===== src/rtl/mux_rr_sched_if.sv =====
// mux_rr_sched_if: request/grant and shared mux data signals of the round-robin scheduler
interface mux_rr_sched_if;
    logic [7:0] req;
    logic [7:0] a;
    logic [7:0] gnt;
    logic [2:0] sel;
    logic       busy;
    logic       y;
    modport master (output req, a, input gnt, sel, busy, y);
    modport slave  (input req, a, output gnt, sel, busy, y);
endinterface


===== src/rtl/mux_rr_sched.sv =====
// mux_rr_sched: round-robin owner of an 8:1 mux with bounded bursts per grant
module mux_rr_sched #(
    parameter int BURST_MAX = 4
) (
    input logic           clk,
    input logic           rst,
    mux_rr_sched_if.slave bus
);
    typedef enum logic {IDLE, GRANT} state_t;
    state_t     state, state_n;
    logic [2:0] ptr, ptr_n, sel_n, win, idx;
    logic [7:0] cnt, cnt_n, gnt_n;
    logic       any, rel;
    // scan from the highest offset down so the entry nearest ptr wins last
    always_comb begin
        win = ptr;
        any = 1'b0;
        idx = ptr;
        for (int k = 7; k >= 0; k--) begin
            idx = ptr + 3'(k);
            if (bus.req[idx]) begin
                win = idx;
                any = 1'b1;
            end
        end
    end
    assign rel = !bus.req[bus.sel] || cnt == 8'(BURST_MAX);
    always_comb begin
        state_n = state;
        ptr_n   = ptr;
        cnt_n   = cnt;
        sel_n   = bus.sel;
        gnt_n   = bus.gnt;
        if (state == IDLE || rel) begin
            if (any) begin
                state_n = GRANT;
                gnt_n   = 8'b1 << win;
                sel_n   = win;
                cnt_n   = 8'd1;
                ptr_n   = win + 3'd1;
            end else if (state == GRANT) begin
                state_n = IDLE;
                gnt_n   = '0;
            end
        end else begin
            cnt_n = cnt + 8'd1;
        end
    end
    always_ff @(posedge clk or posedge rst) begin
        if (rst) begin
            state   <= IDLE;
            ptr     <= '0;
            cnt     <= '0;
            bus.sel <= '0;
            bus.gnt <= '0;
        end else begin
            state   <= state_n;
            ptr     <= ptr_n;
            cnt     <= cnt_n;
            bus.sel <= sel_n;
            bus.gnt <= gnt_n;
        end
    end
    assign bus.busy = state == GRANT;
    assign bus.y    = bus.busy & bus.a[bus.sel];
endmodule

===== src/flat_wrapper.sv =====
// flat-port wrapper written by rule: the top's interface ports become plain ports
module mux_rr_sched_flat 
#(
    parameter int BURST_MAX = 4
)
  (clk, rst, bus_req, bus_a, bus_gnt, bus_sel, bus_busy, bus_y);
  mux_rr_sched_if bus_i ();
  input logic clk;
  input logic rst;
  input wire logic [$bits(bus_i.req)-1:0] bus_req;
  input wire logic [$bits(bus_i.a)-1:0] bus_a;
  output wire logic [$bits(bus_i.gnt)-1:0] bus_gnt;
  output wire logic [$bits(bus_i.sel)-1:0] bus_sel;
  output wire logic [$bits(bus_i.busy)-1:0] bus_busy;
  output wire logic [$bits(bus_i.y)-1:0] bus_y;
  assign bus_i.req = bus_req;
  assign bus_i.a = bus_a;
  assign bus_gnt = bus_i.gnt;
  assign bus_sel = bus_i.sel;
  assign bus_busy = bus_i.busy;
  assign bus_y = bus_i.y;
  mux_rr_sched #(.BURST_MAX(BURST_MAX)) u_core (.clk(clk), .rst(rst), .bus(bus_i));
endmodule

===== config.mk =====
export PLATFORM = sky130hd
export DESIGN_NAME = mux_rr_sched_flat
export DESIGN_NICKNAME = d
export VERILOG_FILES = /design/src/rtl/mux_rr_sched_if.sv /design/src/rtl/mux_rr_sched.sv /design/src/flat_wrapper.sv
export SDC_FILE = /design/constraint.sdc
export NUM_CORES = 1
export LEC_CHECK = 0
export ABC_AREA = 0
export CAP_MARGIN = 20
export CORE_MARGIN = 4
export CORE_UTILIZATION = 59
export CTS_CLUSTER_DIAMETER = 50
export CTS_CLUSTER_SIZE = 14
export DETAILED_ROUTE_END_ITERATION = 12
export GPL_TIMING_DRIVEN = 0
export PLACE_DENSITY = 0.86
export REMOVE_ABC_BUFFERS = 1
export SLEW_MARGIN = 5
export SYNTH_ARGS = -nofsm -noshare
export SYNTH_HDL_FRONTEND = slang
export SYNTH_SLANG_ARGS = --single-unit

===== constraint.sdc =====
create_clock -name clk -period 4.9 [get_ports clk]
set_input_delay 1.225 -clock clk [delete_from_list [all_inputs] [get_ports clk]]
set_output_delay 1.225 -clock clk [all_outputs]
set_load 0.005 [all_outputs]

==> qor.txt <==
Largest family of logic cells by synthesized area - multiplexers
Chip Width - 67.3 um
Seq. cell area - 576 um^2
Final Setup Violations - 0
CP Max Fanout - 13
# nets final - 256
Top cells by area, synth - dfrtp_1, mux4_2, mux2i_1
Clk slew on worst S/H paths - 0.13 ns
Worst setup SP type - flip-flop
Leak Pwr - 0.995 nW
Post-CTS setup buffers - 0
Number of synthesized flops with an enable pin - 0
Crit Path Class - flip-flop to flip-flop
Synthesis-to-finish area growth - 14.9%
Top cell by count, worst path - ha_1
TNS Setup - 0 ns
Clock skew - 0.0119 ns
Period utilisation layout - 0.890
Maximum clock frequency - 229 MHz
Total grt overflow - 0
Worst R2R Path Depth - 12
Initial core utilization - 0.616
Footprint of the multi-input gates - 0.00137 mm^2
Synth cell types - 46
Worst IR Drop VDD - 0.381 mV
Adder-cell share of the synthesized area - 0.0543
Synthesized flop and latch total - 23
Register area share after synthesis - 0.278
Highest metal used - met4
Main flop type after synthesis - dfrtp_1
Synth Area in Simple Gates - 0.143
Synthesized netlist cell count - 202
Post_cts resized - 0
Worst EP required - 5.09 ns
H-tree level count - 1
Yosys top cell by area - dfrtp_1
Asr flop ratio synth - 1.00
Slowest cell delay on critical path - 0.72 ns
Die area - 0.00452 mm^2
# port buffers - 30
Starting DRC count in detailed routing - 109
Slew margin rel. - 0.292
Io pins - 31
CTS Hold Bufs - 0
Fill cells - 272
Yosys warning total - 0
Worst-margin pin slew - 1.06 ns
Via Count - 1737
Total Routing Usage GR - 0.207
Minimum clock period - 4.36 ns
RSZ-0062 raised after global routing - no
Root Driver - clkbuf_4
Critical-path top delay cell - ha_1
Avg Cell Area, Syn - 10.3 um^2
HPWL after DPL - 3300 um
Routed len/inst - 15.9 um
Clk Latency, worst-skew pair - 0.31 ns
Share of layout cells above drive strength 1 - 0.140
Pin count of the biggest net entering global routing - 24
Ant diodes - 0
DRC - 0
M1 wire length - 1920 um
Post-synthesis xor/xnor area fraction - 0.0169
CP Cell Sequence - inv_1 > ha_1 > mux4_1 > mux2i_1 > o21ai_0 > o221a_2 > o31ai_1 > inv_1 > ha_1 > ha_1 > nand2_1 > o21ai_1
Critical path buffers and inverters - 2
Outcome - finished clean
Worst Setup End Kind - flip-flop
Critical path depth - 12
CTS buffer count - 3
Final Wtd Congestion - 0.829
Max-slew violations - 0
Top delay family on crit path - adder cells
Die Ht - 67.3 um
First-pass GRT wire length - 7320 um
Core Area - 0.00336 mm^2
Synth cell count leaders - dfrtp_1, nand2_1, o21ai_0, mux2i_1, mux4_2
Power per cell area - 804 mW/mm^2
Hold-critical path depth - 2
Compound-cell area share of the yosys netlist - 0.183
Mux contribution to synthesized area - 0.265
Mapped Area - 0.00207 mm^2
Rows - 21
Vias in the first global route - 1613
Worst min path class - flip-flop to flip-flop
Post-route ant nets - 0
Initial antenna violation count - 0
Final hold violation count - 0
Yosys top cell area share - 0.278
Vias per cell - 6.34
CTS tree - done
Clk buf depth - 2
Final WL - 4360 um
Max cap viols - 0
Met2 Routed Length - 2110 um
Clock Sinks - 23
WHS - 0.501 ns
Met3 layer wire length in the routed design - 283 um
1st-pass router iterations - 5
Top-count cell post-synth - dfrtp_1
CP arrival - 4.55 ns
-- power breakdown --
part	total (mW)	leakage (nW)	switching, mW	internal, mW
clock	0.0863	0.0150	0.0546	0.0317
combinational	1.47	0.687	0.789	0.680
sequential	0.359	0.293	0.106	0.253
total	1.91	0.995	0.949	0.965
-- through the flow --
stage | instances | worst slack, ns | utilization | area (um^2) | power [mW]
3_3_place_gp | 270 | 0.311 | 0.700 | 2350 | 1.78
3_5_place_dp | 270 | 0.272 | 0.700 | 2350 | 1.82
4_1_cts | 274 | 0.543 | 0.708 | 2380 | 1.91
2_1_floorplan | 194 | 1.16 | - | 2000 | 1.49
5_1_grt | 274 | 0.116 | 0.708 | 2380 | 2.11
6_report | 274 | 0.537 | 0.708 | 2380 | 1.91
-- final timing paths --
| kind | from | endpoint | slack (ns) |
|---|---|---|---|
| max in group asynchronous | rst | u_core.ptr[1] | 3.00 |
| min reg2reg | u_core.bus.gnt[0] | u_core.bus.gnt[0] | 0.50 |
| min | u_core.bus.gnt[0] | u_core.bus.gnt[0] | 0.50 |
| max reg2reg | u_core.ptr[0] | u_core.ptr[2] | 0.54 |
| max | u_core.ptr[0] | u_core.ptr[2] | 0.54 |
| min in group asynchronous | rst | u_core.cnt[6] | 1.37 |
-- cell usage in the layout, fill, tap and decap left out, types with 2 or more instances in the layout --
master	instances
clkdlybuf4s50_1	30
dfrtp_1	23
nand2_1	21
o21ai_0	18
mux4_2	13
mux2i_1	13
inv_1	11
nor2_1	10
ha_1	9
a21oi_1	6
o21ai_1	6
nand3_1	5
a31oi_1	4
and3_1	4
nand2b_1	3
mux4_1	3
xnor2_1	3
a22oi_1	3
nor2b_1	3
o31ai_1	3
a32o_2	3
clkbuf_4	3
inv_2	2
o22ai_1	2
nand2b_2	2
nor3_1	2
mux2_2	2
a22o_1	2
-- kinds of logic (layout without fill, tap and decap cells) --
kind of cell,Yosys count,in the layout
AOI/OAI and AO/OA,56,56
xor gates and xnor gates,4,4
adders and majority gates,9,9
buffers and inverters,21,47
DFF,23,23
muxes,33,33
and+or+nand+nor,56,56
-- routing by layer --
layer	global-route usage	up-vias
met5	0	-
li1	-	820
met1	0.297	836
met4	0.0658	0
met3	0.0266	8
met2	0.326	73
-- worst register-to-register path, cell delays in order, from the launching register on --
cell     delay (ns)
dfrtp_1        0.70
inv_1          0.22
ha_1           0.72
mux4_1         0.52
mux2i_1        0.41
o21ai_0        0.16
o221a_2        0.25
o31ai_1        0.46
inv_1          0.14
ha_1           0.25
ha_1           0.27
nand2_1        0.06
o21ai_1        0.07
-- registers in the layout (all words and copies together) (netlist names) --
name and count:
u_core.ptr 3, u_core.bus.busy 1, u_core.bus.gnt 8, u_core.bus.sel 3
u_core.cnt 8
-- area by class of cell --
type                            count  share of cell area
Multi-Input combinational cell    158               0.576
Sequential cell                    23               0.242
Timing Repair Buffer               30               0.126
Tap cell                           46              0.0242
Inverter                           13              0.0205
Clock buffer                        4              0.0110
Power figures use the tool's default switching activity.
